## config.mk

```make
export PLATFORM = sky130hd
export DESIGN_NAME = pc_fetch_unit_flat
export DESIGN_NICKNAME = d
export VERILOG_FILES = /design/src/rtl/pc_fetch_unit_pkg.sv /design/src/rtl/pc_fetch_unit_if.sv /design/src/rtl/pc_fetch_unit_instret_counter.sv /design/src/rtl/pc_fetch_unit.sv /design/src/flat_wrapper.sv
export SDC_FILE = /design/constraint.sdc
export NUM_CORES = 1
export LEC_CHECK = 0
export BUFFER_PORTS_ARGS = -buffer_cell sky130_fd_sc_hd__buf_2
export CORE_MARGIN = 2
export CORE_UTILIZATION = 54
export CTS_BUF_LIST = sky130_fd_sc_hd__clkbuf_4
export DETAILED_ROUTE_END_ITERATION = 10
export GPL_ROUTABILITY_DRIVEN = 0
export GPL_TIMING_DRIVEN = 0
export HOLD_SLACK_MARGIN = 0.12
export MAX_ROUTING_LAYER = met4
export PLACE_DENSITY = 0.9
export SLEW_MARGIN = 25
export SYNTH_ARGS = -nofsm -noshare
export SYNTH_HDL_FRONTEND = slang
export SYNTH_SLANG_ARGS = --single-unit
```

## constraint.sdc

```tcl
create_clock -name clk -period 9.66 [get_ports clk]
set_input_delay 2.898 -clock clk [delete_from_list [all_inputs] [get_ports clk]]
set_output_delay 2.898 -clock clk [all_outputs]
set_load 0.005 [all_outputs]
```

## src/rtl/pc_fetch_unit_pkg.sv

```systemverilog
// Shared definitions for the PC fetch unit: FSM encoding, address width, instruction size.
package fetch_pkg;

    localparam int ADDR_W = 32;
    localparam int INSTR_BYTES = 4;
    localparam logic [ADDR_W-1:0] DEFAULT_RESET_PC = 32'h0000_0000;

    typedef enum logic [1:0] {
        ST_BOOT  = 2'd0,
        ST_REQ   = 2'd1,
        ST_STALL = 2'd2,
        ST_TRAP  = 2'd3
    } state_e;

endpackage

```

## src/rtl/pc_fetch_unit_if.sv

```systemverilog
// Instruction-memory request channel (valid/ready with fetch address).
interface pc_fetch_unit_if;
    import fetch_pkg::*;

    logic              imem_req_valid;
    logic              imem_req_ready;
    logic [ADDR_W-1:0] imem_addr;

    modport master (output imem_req_valid, output imem_addr, input imem_req_ready);
    modport slave  (input imem_req_valid, input imem_addr, output imem_req_ready);

endinterface

```

## src/rtl/pc_fetch_unit_instret_counter.sv

```systemverilog
// Enable-increment counter of accepted fetches; wraps to zero after all-ones.
module instret_counter #(
    parameter int CNT_W = 64
) (
    input  logic             clk,
    input  logic             rst,
    input  logic             en,
    output logic [CNT_W-1:0] count
);

    always_ff @(posedge clk or posedge rst) begin
        if (rst) begin
            count <= '0;
        end else if (en) begin
            count <= count + {{(CNT_W-1){1'b0}}, 1'b1};
        end
    end

endmodule

```

## src/rtl/pc_fetch_unit.sv

```systemverilog
// PC register and fetch sequencer. Define MISALIGN_TRAP_EN to trap on misaligned next_pc
// instead of silently clearing its low two bits.
module pc_fetch_unit
    import fetch_pkg::*;
#(
    parameter logic [31:0] RESET_PC = DEFAULT_RESET_PC,
    parameter int          CNT_W    = 64
) (
    input  logic                 clk,
    input  logic                 rst,
    input  logic                 stall,
    input  logic [31:0]          next_pc,
    pc_fetch_unit_if.master      imem,
    output logic [31:0]          pc,
    output logic [31:0]          pc_plus4,
    output logic                 fetch_done,
    output logic [CNT_W-1:0]     instret,
    output logic                 trap
);

    state_e state_q, state_d;
    logic   req_valid;
    logic   handshake;
    logic   misaligned;

    assign handshake = req_valid && imem.imem_req_ready;

`ifdef MISALIGN_TRAP_EN
    assign misaligned = (next_pc[1:0] != 2'b00);
    assign trap       = (state_q == ST_TRAP);
`else
    assign misaligned = 1'b0;
    assign trap       = 1'b0;
`endif

    // valid is decoded from the state register so reset clears it immediately
    always_comb begin
        state_d   = state_q;
        req_valid = 1'b0;
        case (state_q)
            ST_BOOT:  state_d = stall ? ST_STALL : ST_REQ;
            ST_REQ: begin
                req_valid = 1'b1;
                if (handshake) begin
                    if (misaligned)  state_d = ST_TRAP;
                    else if (stall)  state_d = ST_STALL;
                    else             state_d = ST_REQ;
                end
            end
            ST_STALL: state_d = stall ? ST_STALL : ST_REQ;
            ST_TRAP:  state_d = ST_TRAP;
            default:  state_d = ST_BOOT;
        endcase
    end

    always_ff @(posedge clk or posedge rst) begin
        if (rst) begin
            state_q <= ST_BOOT;
        end else begin
            state_q <= state_d;
        end
    end

    // Low bits are masked on load; with the trap enabled a misaligned target never loads.
    always_ff @(posedge clk or posedge rst) begin
        if (rst) begin
            pc         <= RESET_PC;
            fetch_done <= 1'b0;
        end else begin
            fetch_done <= handshake;
            if (handshake && !misaligned) begin
                pc <= next_pc & 32'hFFFF_FFFC;
            end
        end
    end

    assign pc_plus4            = pc + 32'(INSTR_BYTES);
    assign imem.imem_req_valid = req_valid;
    assign imem.imem_addr      = pc;

    instret_counter #(.CNT_W(CNT_W)) u_instret (
        .clk   (clk),
        .rst   (rst),
        .en    (handshake),
        .count (instret)
    );

endmodule

```

## src/flat_wrapper.sv

```systemverilog
// flat-port wrapper written by rule: the top's interface ports become plain ports
module pc_fetch_unit_flat import fetch_pkg::*;
#(
    parameter logic [31:0] RESET_PC = DEFAULT_RESET_PC,
    parameter int          CNT_W    = 64
)
  (clk, rst, stall, next_pc, pc, pc_plus4, fetch_done, instret, trap, imem_imem_req_valid, imem_imem_addr, imem_imem_req_ready);
  pc_fetch_unit_if imem_i ();
  input  logic clk;
  input  logic rst;
  input  logic stall;
  input  logic [31:0] next_pc;
  output logic [31:0] pc;
  output logic [31:0] pc_plus4;
  output logic fetch_done;
  output logic [CNT_W-1:0] instret;
  output logic trap;
  output wire logic [$bits(imem_i.imem_req_valid)-1:0] imem_imem_req_valid;
  output wire logic [$bits(imem_i.imem_addr)-1:0] imem_imem_addr;
  input wire logic [$bits(imem_i.imem_req_ready)-1:0] imem_imem_req_ready;
  assign imem_imem_req_valid = imem_i.imem_req_valid;
  assign imem_imem_addr = imem_i.imem_addr;
  assign imem_i.imem_req_ready = imem_imem_req_ready;
  pc_fetch_unit #(.RESET_PC(RESET_PC), .CNT_W(CNT_W)) u_core (.clk(clk), .rst(rst), .stall(stall), .next_pc(next_pc), .imem(imem_i), .pc(pc), .pc_plus4(pc_plus4), .fetch_done(fetch_done), .instret(instret), .trap(trap));
endmodule
```

==> impl_results.md, run 1 <==
- Status: finished clean
- Setup bufs post-CTS: 0
- Via density: 5.34
- Number of I/O port buffers: 189
- Die footprint: 10,100 µm²
- Worst VDD drop: 0.107 mV
- Hold-fix buffers, CTS: 0
- Worst hold path class: reg2reg
- Core area: 9150 µm²
- Initial Util: 55.0%
- CTS root buf: clkbuf_4
- Area after DPL: 6170 µm²
- CP Class: reg2out
- Die X-Extent: 101 µm
- Synth Cell Area: 5030 µm²
- Layout cells sized above 1: 42.3%
- Placed Instances: 778
- Share of the synthesized area in the top cell type: 48.2%
- Slew headroom: 42.2%
- Non-filler cells, final: 794
- CP Cell Sequence: ha_1 > nand4_1 > nor4_1 > nand4_1 > xnor2_1 > buf_2
- Global-route wire length before repair: 19,700 µm
- Final hold violations: 0
- Static leakage: 3.32 nW
- Largest stage delay, worst path: 0.78 ns
- Worst reg2reg endpoint: u_core.u_instret.count[52]
- Synth cell types: 37
- Ys Warns: 0
- Fmax: 177 MHz
- Top cells by area, synth: dfrtp_1, xnor2_1, xor2_1
- Util after Layout: 69.2%
- Worst path required time: 6.76 ns
- Commonest non-fill, non-tap cell in the layout: buf_2
- Total congestion overflow: 0
- Clock skew: 0.0172 ns
- Area Overhead vs Synth: 25.9%
- Drt initial violations: 155
- H-tree levels: 3
- Unrepaired setup endpoints after global routing: false
- DR pass1 iterations: 4
- Antenna diode count: 0
- Post-detailed-routing wire length: 12,700 µm
- Clk sink count: 97
- CP Capture Type: primary output
- Post-route minimum period: 5.64 ns
- Slowest CP cell: nor4_1
- Drt drc: 0
- Reg2reg start: u_core.u_instret.count[34]
- Num ports: 199
- Worst skew pair latency: 0.44 ns
- CTS tree: done
- Longest Clk Path Bufs: 2
- Slew Limit Fails: 0
- Vias in the first global route: 4,011
- Most frequent cells in the layout: buf_2, dfrtp_1, xnor2_1
- Worst-path clk slew: 0.15 ns
- Worst-path maximum fanout: 6
- Via count: 4,239
- Sequential fraction of the synthesis area: 48.2%
- Worst Tran Pin Value: 0.860 ns
- Final Cell Area: 6340 µm²
- Post-Synthesis Cells: 471
- Worst Path Arrival: 2.74 ns
- Synth Register Bits: 97
- Crit path from: u_core.imem.imem_addr[3]
- Die H: 101 µm
- Crit start category: flop
- Worst Reg-to-Reg Cells: 5
- Standard-cell rows: 35
- Largest net degree at the start of global routing: 62
- Worst setup path end: pc_plus4[28]
- HPWL after detailed placement: 9890 µm
- Post-CTS sizing: 0
- R2R setup slack: 7.45 ns
- Initial antenna violation count: 0
- Wire per inst: 16.0 µm
- Setup tns final: 0 ns
- Post-route ant nets: 0
- Crit share post-route: 58.4%
- Power per Cell Area: 219 nW/µm²
- Aggregate global-route resource usage: 25.6%
- Mean area per synthesized cell: 10.7 µm²
- Fin nets: 716
- Top cell by count, worst path: nand4_1
- Final setup viols: 0
- Yosys top cell by area: dfrtp_1
- CTS Buf Count: 9
- Max Cap Viol: 0
## layout make-up
type / instances / area, µm²
Clock buffer: 11 / 82.6
Clock inverter: 5 / 80.1
Multi-Input combinational cell: 326 / 2280
Fill cell: 667 / 2820
Timing Repair Buffer: 190 / 973
Buffer: 44 / 309
Sequential cell: 97 / 2430
Tap cell: 111 / 139
Inverter: 10 / 42.5
## synthesized netlist by cell type
cell type and n:
nor4_4 1, clkbuf_1 1, nand4_2 2, or4_1 1
o21ai_0 3, inv_1 10, nand2b_1 1, or2_2 3
xnor2_1 52, nand3_1 37, nor3_2 1, nor2b_1 2
clkbuf_2 1, and3_1 9, buf_1 2, nor3_1 15
mux2_2 29, and4b_1 1, nand3_2 1, buf_4 37
and4_1 9, and3_2 1, or4_4 1, nand2_1 36
nor4_2 1, and2_1 6, conb_1 1, a22o_1 1
dfrtp_1 97, nor3_4 1, nand4_1 28, xor2_1 39
ha_1 2, nand4_4 1, buf_2 3, nor2_1 27
nor4_1 8
## worst min-delay path by stage
stage                                          start  cells after the start  slack, ns                          to
after floorplan           u_core.u_instret.count[63]                      1       0.47  u_core.u_instret.count[63]
after global placement    u_core.u_instret.count[63]                      1       0.46  u_core.u_instret.count[63]
after detailed placement  u_core.u_instret.count[63]                      1       0.46  u_core.u_instret.count[63]
after CTS                 u_core.u_instret.count[63]                      1       0.48  u_core.u_instret.count[63]
after global routing      u_core.u_instret.count[63]                      1       0.51  u_core.u_instret.count[63]
final                     u_core.u_instret.count[63]                      1       0.48  u_core.u_instret.count[63]
## layer usage
metal  share of wire, %  global-route usage [%]  vias up  wire length (µm)
met5                  0                       -        -                 0
met4                1.6                    8.75        0               207
met3                5.1                    4.79       16               651
met2                 52                    44.7      157              6550
met1                 42                    29.8     2069              5280
li1                   -                       -     1997                 -
## cells by family after synthesis
kind of cell	share of synthesized area, %
AND/OR/NAND/NOR	21.5
flip-flops	48.2
XOR/XNOR	15.8
buffers and inverters	6.88
multiplexers	6.49
AO/OA/AOI/OAI	0.472
adder cells (fa/ha/maj)	0.497
other	0.0745
## worst max-delay path, delay by kind of cell, from the launching register on
kind                       cells  cell delay (ns)
adders and majority gates      1             0.25
xor gates and xnor gates       1             0.19
and+or+nand+nor                3             1.24
DFF                            1             0.49
buffers and inverters          1             0.14
## metrics by stage
step                      hold slack, ns  total power [W]  worst slack (ns)
final                              0.484          0.00139              4.02
after global routing               0.506          0.00147              3.81
after CTS                          0.481          0.00139              3.94
after detailed placement           0.462          0.00115              4.45
after global placement             0.463          0.00113              3.29
after floorplan                    0.468         0.000874              4.23
## where the power goes
part	switching, W	internal [W]
combinational	0.000204	0.000323
clock	0.000133	0.000111
sequential	0.000138	0.000480
## flip-flops by register name, summed over array words and instances, names as in the netlist
signal	cells
u_core.state_q	2
u_core.imem.imem_addr	30
u_core.u_instret.count	64
u_core.fetch_done	1
(Power assumes the default switching activity.)
==> run 2: changes to the inputs <==
ABC_AREA = 1   (was unset)
CORE_UTILIZATION = 53   (was 54)
PLACE_DENSITY = 0.85   (was 0.9)
clock period = 5.2 ns   (was 9.66 ns; I/O delays follow)
==> run 2 against run 1 <==
- critical path depth rose by 4
- clock power is 55% higher
- largest power group unchanged
- critical path type unchanged
- first-iteration DRC count rose to 2.6 times the previous value
- worst hold slack gained 0.021 ns
- non-clock buffer count grew 1
- highest routed layer unchanged
- die area is 22% higher
- setup slack got worse by 2.7 ns
- cell area rose by 16%
==> impl_results.md, run 2 <==
- Static leakage: 3.99 nW (was 3.32 nW)
- Post-synthesis xor/xnor area fraction: 8.34% (was 15.8%)
- Clock network power share: 32.3% (was 17.5%)
- Top cells by area, synth: dfrtp_1, nand2_1, nor2_1 (was dfrtp_1, xnor2_1, xor2_1)
- Initial Util: 53.8% (was 55.0%)
- CP Class: reg2out (unchanged)
- Hold slack: 0.505 ns (was 0.484 ns)
- CTS root buf: clkbuf_4 (unchanged)
- H-tree levels: 3 (unchanged)
- Power per Cell Area: 158 nW/µm² (was 219 nW/µm²)
- Pre-CTS WS: 1.84 ns (was 4.45 ns)
- HP Start: u_core.u_instret.count[63] (unchanged)
- Core area: 11,300 µm² (was 9150 µm²)
- Total congestion overflow: 0 (unchanged)
- Commonest non-fill, non-tap cell in the layout: nand2_1 (was buf_2)
- Layout cells sized above 1: 28.2% (was 42.3%)
- Global-route wire length before repair: 28,200 µm (was 19,700 µm)
- Clock skew: 0.0118 ns (was 0.0172 ns)
- Top-count cell post-synth: nand2_1 (was dfrtp_1)
- Hold Path Stages: 2 (was 1)
- Compound-Gate Fraction of Synth Area: 2.30% (was 0.472%)
- Vias in the first global route: 5,735 (was 4,011)
- Crit share post-route: 75.0%
- Number of I/O port buffers: 189 (unchanged)
- Area Overhead vs Synth: 21.2% (was 25.9%)
- Sequential fraction of the synthesis area: 39.9% (was 48.2%)
- Slew Limit Fails: 0 (unchanged)
- Max Cap Viol: 0 (unchanged)
- R2R setup slack: 3.36 ns (was 7.45 ns)
- Logic gate share of total power: 3.1% (was 37.9%)
- CTS Buf Count: 9 (unchanged)
- Via density: 5.14 (was 5.34)
- Status: finished clean (unchanged)
- Worst Tran Pin Value: 0.558 ns (was 0.860 ns)
- Setup ws final: 1.30 ns (was 4.02 ns)
- Pint: 0.000891 W (was 0.000913 W)
- Via count: 6,093 (was 4,239)
- Longest Clk Path Bufs: 2 (unchanged)
- Worst reg2reg endpoint: u_core.u_instret.count[56] (was u_core.u_instret.count[52])
- Largest register FFs: 64 (unchanged)
- Worst skew pair latency: 0.48 ns (was 0.44 ns)
- DR pass1 iterations: 5 (was 4)
- Met3 usage: 4.16% (was 4.79%)
- Crit start category: flop (unchanged)
- CTS tree: done (unchanged)
- Grt peak-use layer: met2 (unchanged)
- Post-route minimum period: 3.90 ns
- Mean area per synthesized cell: 7.33 µm² (was 10.7 µm²)
- M2 GR Usage: 49.3% (was 44.7%)
- Worst-path clk slew: 0.14 ns (was 0.15 ns)
- P_sw: 0.000277 W (was 0.000475 W)
- Num ports: 199 (unchanged)
- Slew headroom: 62.5% (was 42.2%)
- Sequential Power Share: 64.6% (was 44.5%)
- Drt drc: 0 (unchanged)
- Final setup viols: 0 (unchanged)
- Wire per inst: 14.8 µm (was 16.0 µm)
- Drt initial violations: 398 (was 155)
- Worst Reg-to-Reg Cells: 7 (was 5)
- HPWL after detailed placement: 13,700 µm (was 9890 µm)
- Post-Synthesis Cells: 831 (was 471)
- Largest family of logic cells by synthesized area: simple AND/OR/NAND/NOR gates (unchanged)
- Simple logic cell fraction of the synthesized area: 38.7% (was 21.5%)
- Worst VDD drop: 0.160 mV (was 0.107 mV)
- Clk sink count: 97 (unchanged)
- Dominant synthesized flop cell: dfrtp_1 (unchanged)
- Hold-fix buffers, CTS: 0 (unchanged)
- Biggest register: u_core.u_instret.count (unchanged)
- Sw frac: 23.7% (was 34.2%)
- Share of the synthesized area in the top cell type: 39.9% (was 48.2%)
- Worst hold path class: reg2reg (unchanged)
- Worst Path Arrival: 2.34 ns (was 2.74 ns)
- Post-CTS sizing: 0 (unchanged)
- Aggregate global-route resource usage: 29.7% (was 25.6%)
- CP Capture Type: primary output (unchanged)
- Fin nets: 1,076 (was 716)
- Setup bufs post-CTS: 0 (unchanged)
- Most frequent cells in the layout: nand2_1, buf_2, nor2_1 (was buf_2, dfrtp_1, xnor2_1)
- Initial antenna violation count: 1 (was 0)
- Crit path from: u_core.imem.imem_addr[3] (unchanged)
- Die footprint: 12,400 µm² (was 10,100 µm²)
- Ys Warns: 0 (unchanged)
- Synth top cells by count: nand2_1, nor2_1, dfrtp_1, inv_1, buf_4 (was dfrtp_1, xnor2_1, xor2_1, buf_4, nand3_1)
- Worst path required time: 3.64 ns (was 6.76 ns)
- Post-detailed-routing wire length: 17,500 µm (was 12,700 µm)
- Die X-Extent: 111 µm (was 101 µm)
- Yosys top cell by area: dfrtp_1 (unchanged)
- Final hold violations: 0 (unchanged)
- Synth Cell Area: 6090 µm² (was 5030 µm²)
- Unrepaired setup endpoints after global routing: false (unchanged)
- Number of flops mapped to enable cells by yosys: 0 (unchanged)
- Met1 Use GR: 35.2% (was 29.8%)
- Post-route ant nets: 0 (unchanged)
- Synth Register Bits: 97 (unchanged)
- Reg2reg start: u_core.u_instret.count[19] (was u_core.u_instret.count[34])
- Fmax: 256 MHz
- Hold Crit Endpoint: u_core.u_instret.count[63] (unchanged)
- Largest net degree at the start of global routing: 67 (was 62)
- Standard-cell rows: 39 (was 35)
- Synth Area in Adders: 0.411% (was 0.497%)
- Post-synthesis async set-or-reset flop share: 100% (unchanged)
- Die H: 111 µm (was 101 µm)
- Worst-path maximum fanout: 5 (was 6)
- Mux cell area share after synthesis: 0% (was 6.49%)
- Synth cell types: 33 (was 37)
-- run 2: metal layers --
| metal | share of wire (%) | wire, µm | up-vias |
|---|---|---|---|
| met5 | 0 | 0 | - |
| met4 | 4.4 | 779 | 0 |
| met3 | 6.5 | 1150 | 51 |
| met2 | 49 | 8590 | 263 |
| met1 | 40 | 7020 | 2816 |
| li1 | - | - | 2963 |
-- run 2: cell families after synthesis --
family          count (synthesis)
simple gates                  519
buf+inv                       127
flops                          97
xor+xnor                       58
compound gates                 27
fa+ha+maj                       2
other cells                     1
-- run 2: worst max-delay path, cell delays in order (launching register included) --
cell,delay [ns]
dfrtp_1,0.45
ha_1,0.21
nand3_1,0.21
inv_1,0.13
nand2_2,0.09
inv_2,0.09
nand2_1,0.09
nor2_2,0.17
nand2_1,0.09
xor2_1,0.20
buf_2,0.15
-- run 2: per-stage QoR --
step | TNS [ns] | std cells | total power, W | instance area [µm²] | utilization, %
after floorplan | 0 | 837 | 0.000785 | 6110 | -
after global placement | -10.34 | 1169 | 0.000802 | 7240 | 63.9
after detailed placement | 0 | 1170 | 0.000805 | 7270 | 64.2
after CTS | 0 | 1185 | 0.00118 | 7380 | 65.2
after global routing | 0 | 1186 | 0.00121 | 7380 | 65.2
final | 0 | 1186 | 0.00117 | 7380 | 65.2
-- run 2: layout make-up --
cell class                      count  area, µm²
Timing Repair Buffer              190        973
Fill cell                        1015       3940
Sequential cell                    97       2430
Antenna cell                        1       2.50
Tap cell                          143        179
Clock inverter                      1       3.75
Clock buffer                       14        105
Inverter                           82        314
Multi-Input combinational cell    613       3050
Buffer                             45        323
-- run 2: worst max path at each step --
stage	endpoint	slack (ns)
after floorplan	u_core.fetch_done	1.11
after global routing	pc_plus4[24]	1.10
after CTS	pc_plus4[24]	1.29
after global placement	u_core.u_instret.count[54]	-0.11
after detailed placement	pc_plus4[24]	1.84
final	pc_plus4[24]	1.30
-- run 2: power by group through the flow --
stage	sequential, W	clock, W	combinational (W)
after CTS	0.000754	0.000385	0.0000371
after global routing	0.000755	0.000413	0.0000409
after global placement	0.000769	0	0.0000335
final	0.000754	0.000377	0.0000364
after detailed placement	0.000769	0	0.0000369
after floorplan	0.000769	0	0.0000159
==> run 3: changes to the inputs <==
CORE_UTILIZATION = 48   (was 53)
PLACE_DENSITY = 0.81   (was 0.85)
clock period = 3.15 ns   (was 5.2 ns; I/O delays follow)
==> run 3 against run 2 <==
- critical path type unchanged
- first-iteration DRC count is 27% higher
- die area is 10% higher
- worst hold slack worse by 0.12 ns
- register-to-register slack worse by 2.0 ns
- core utilization is 4.1 points lower
- via count is 0.66% higher
- highest routed layer unchanged
- wire length is 3.0% higher
- largest power group unchanged
- sequential share of layout area is 0.98 points lower
==> impl_results.md, run 3 (synthesis gave the netlist of run 2 again) <==
- Status: finished clean (unchanged)
- Worst Path Arrival: 2.14 ns (was 2.34 ns)
- Global-route wire length before repair: 27,100 µm (was 28,200 µm)
- Sequential Power Share: 62.4% (was 64.6%)
- Hold-fix buffers, CTS: 0 (unchanged)
- Clock network power share: 34.4% (was 32.3%)
- Longest Clk Path Bufs: 2 (unchanged)
- Slew Limit Fails: 0 (unchanged)
- Post-route ant nets: 0 (unchanged)
- Aggregate global-route resource usage: 26.9% (was 29.7%)
- Biggest register: u_core.u_instret.count (unchanged)
- Worst-path maximum fanout: 6 (was 5)
- Number of I/O port buffers: 189 (unchanged)
- CTS root buf: clkbuf_4 (unchanged)
- Non-filler cells, final: 1,225 (was 1,186)
- Reg area: 2440 µm² (was 2430 µm²)
- Placed Instances: 1,201 (was 1,170)
- Util after Layout: 61.1% (was 65.2%)
- CP Capture Type: primary output (unchanged)
- Area Overhead vs Synth: 25.6% (was 21.2%)
- Largest stage delay, worst path: 0.46 ns (was 0.45 ns)
- Kind of cell adding the most delay to the critical path: simple AND/OR/NAND/NOR gates (unchanged)
- Final setup viols: 0 (unchanged)
- CP Cell Sequence: nand2_1 > nor2_2 > nand3b_4 > nor2_4 > nand2_2 > nor2_1 > nand2_1 > nand2_1 > buf_2 (was ha_1 > nand3_1 > inv_1 > nand2_2 > inv_2 > nand2_1 > nor2_2 > nand2_1 > xor2_1 > buf_2)
- H-tree levels: 3 (unchanged)
- Grt peak-use layer: met2 (unchanged)
- Clock skew: 0.0196 ns (was 0.0118 ns)
- Wire per inst: 14.7 µm (was 14.8 µm)
- Post-detailed-routing wire length: 18,100 µm (was 17,500 µm)
- Drt drc: 0 (unchanged)
- M2 GR Usage: 45.9% (was 49.3%)
- Worst hold path class: in2async (was reg2reg)
- Drt initial violations: 505 (was 398)
- CP Class: reg2out (unchanged)
- P_sw: 0.000478 W (was 0.000277 W)
- Slowest CP cell: dfrtp_2 (was dfrtp_1)
- Via density: 5.01 (was 5.14)
- Crit start category: flop (unchanged)
- Total congestion overflow: 0 (unchanged)
- Initial Util: 48.7% (was 53.8%)
- Pwr Total: 0.00200 W (was 0.00117 W)
- Core area: 12,500 µm² (was 11,300 µm²)
- Via count: 6,133 (was 6,093)
- CTS tree: done (unchanged)
- Die H: 117 µm (was 111 µm)
- Crit share post-route: 97.8%
- Met1 Use GR: 31.8% (was 35.2%)
- Multi-input combinational cell area: 3140 µm² (was 3050 µm²)
- Logic gate share of total power: 3.2% (was 3.1%)
- Clk sink count: 97 (unchanged)
- Fmax: 325 MHz
- Vias in the first global route: 5,557 (was 5,735)
- DR pass1 iterations: 8 (was 5)
- Final hold violations: 0 (unchanged)
- Max Cap Viol: 0 (unchanged)
- Die X-Extent: 117 µm (was 111 µm)
- Buffers and inverters on the worst path: 1 (was 3)
- R2R setup slack: 1.33 ns (was 3.36 ns)
- Met3 usage: 3.22% (was 4.16%)
- Fillers: 1,178 (was 1,015)
- Die footprint: 13,600 µm² (was 12,400 µm²)
- HPWL after detailed placement: 13,800 µm (was 13,700 µm)
- CTS Buf Count: 9 (unchanged)
- Power per Cell Area: 261 nW/µm² (was 158 nW/µm²)
- Slew headroom: 60.9% (was 62.5%)
- Top cell by count, worst path: nand2_1 (unchanged)
- Static leakage: 4.06 nW (was 3.99 nW)
- Worst skew pair latency: 0.48 ns (about the same)
- Num ports: 199 (unchanged)
- Antenna diode count: 0 (was 1)
- Standard-cell rows: 41 (was 39)
- Layout cells sized above 1: 31.1% (was 28.2%)
- Worst path required time: 2.20 ns (was 3.64 ns)
- Commonest non-fill, non-tap cell in the layout: nand2_1 (unchanged)
- Post-route minimum period: 3.08 ns
- Largest register FFs: 64 (unchanged)
- Initial antenna violation count: 0 (was 1)
- Pint: 0.00152 W (was 0.000891 W)
- Worst Tran Pin Value: 0.587 ns (was 0.558 ns)
- Largest net degree at the start of global routing: 32 (was 67)
- Most frequent cells in the layout: nand2_1, buf_2, nor2_1 (unchanged)
- Fin nets: 1,086 (was 1,076)
- Sw frac: 23.9% (was 23.7%)
- Worst-path clk slew: 0.16 ns (was 0.14 ns)
- Worst VDD drop: 0.213 mV (was 0.160 mV)
## run 3: changes by cell type in the layout (fill, tap and decap cells not counted), sizes merged
cell	delta
diode	-1
bufinv	+1
buf	+10
clkinvlp	+2
inv	-1
clkinv	+3
clkbuf	-4
## run 3: worst paths after layout
| kind | endpoint | from | cells after the start |
|---|---|---|---|
| worst max-delay path | pc_plus4[29] | u_core.imem.imem_addr[8] | 9 |
| worst min-delay path | u_core.fetch_done | rst | 2 |
| worst max register to register | u_core.u_instret.count[56] | u_core.u_instret.count[19] | 7 |
| worst min register to register | u_core.u_instret.count[61] | u_core.u_instret.count[61] | 2 |
| max in group asynchronous | u_core.u_instret.count[20] | rst | 4 |
| min in group clk | u_core.u_instret.count[61] | u_core.u_instret.count[61] | 2 |
## run 3: power groups by stage
stage               Combinational (W)  Sequential, W  Clock, W
detailed placement          0.0000651        0.00127         0
finish                      0.0000642        0.00125  0.000687
global placement            0.0000552        0.00127         0
global route                0.0000733        0.00125  0.000739
floorplan                   0.0000265        0.00127         0
CTS                         0.0000653        0.00125  0.000703
## run 3: what timing repair did
action	in CTS	in global routing
endpoints found under the setup margin	3	12
gates resized for setup	1	29
pin swaps	0	6
buffers inserted	2	6
## run 3: per-stage QoR
stage	hold slack [ns]	worst slack [ns]	area (µm²)	setup TNS, ns
floorplan	0.476	0.813	6120	0
global placement	0.473	0.337	7280	0
detailed placement	0.479	0.404	7340	0
CTS	0.360	0.00537	7490	0
global route	0.369	-0.0408	7650	-0.0441
finish	0.384	0.0687	7650	0
## run 3: routing by layer
layer / vias up / routed length, µm
met3: 42 / 1140
li1: 2980 / -
met5: - / 0
met1: 2835 / 7400
met4: 0 / 558
met2: 276 / 8970
## run 3: worst register-to-register path, cell delays in order (launching register included)
cell	delay, ns
dfrtp_1	0.50
nand2_1	0.14
nor2_2	0.19
nand3_2	0.22
nor3_1	0.45
nand2_1	0.12
nand2_1	0.08
nand2_1	0.04
## run 3: layout make-up
class | count | area share, %
clock inverter | 6 | 0.769
clock buffer | 10 | 0.981
multi-input combinational | 613 | 41.0
tap | 172 | 2.81
sequential | 97 | 31.9
timing repair buffer | 200 | 14.2
inverter | 82 | 4.09
buffer | 45 | 4.22
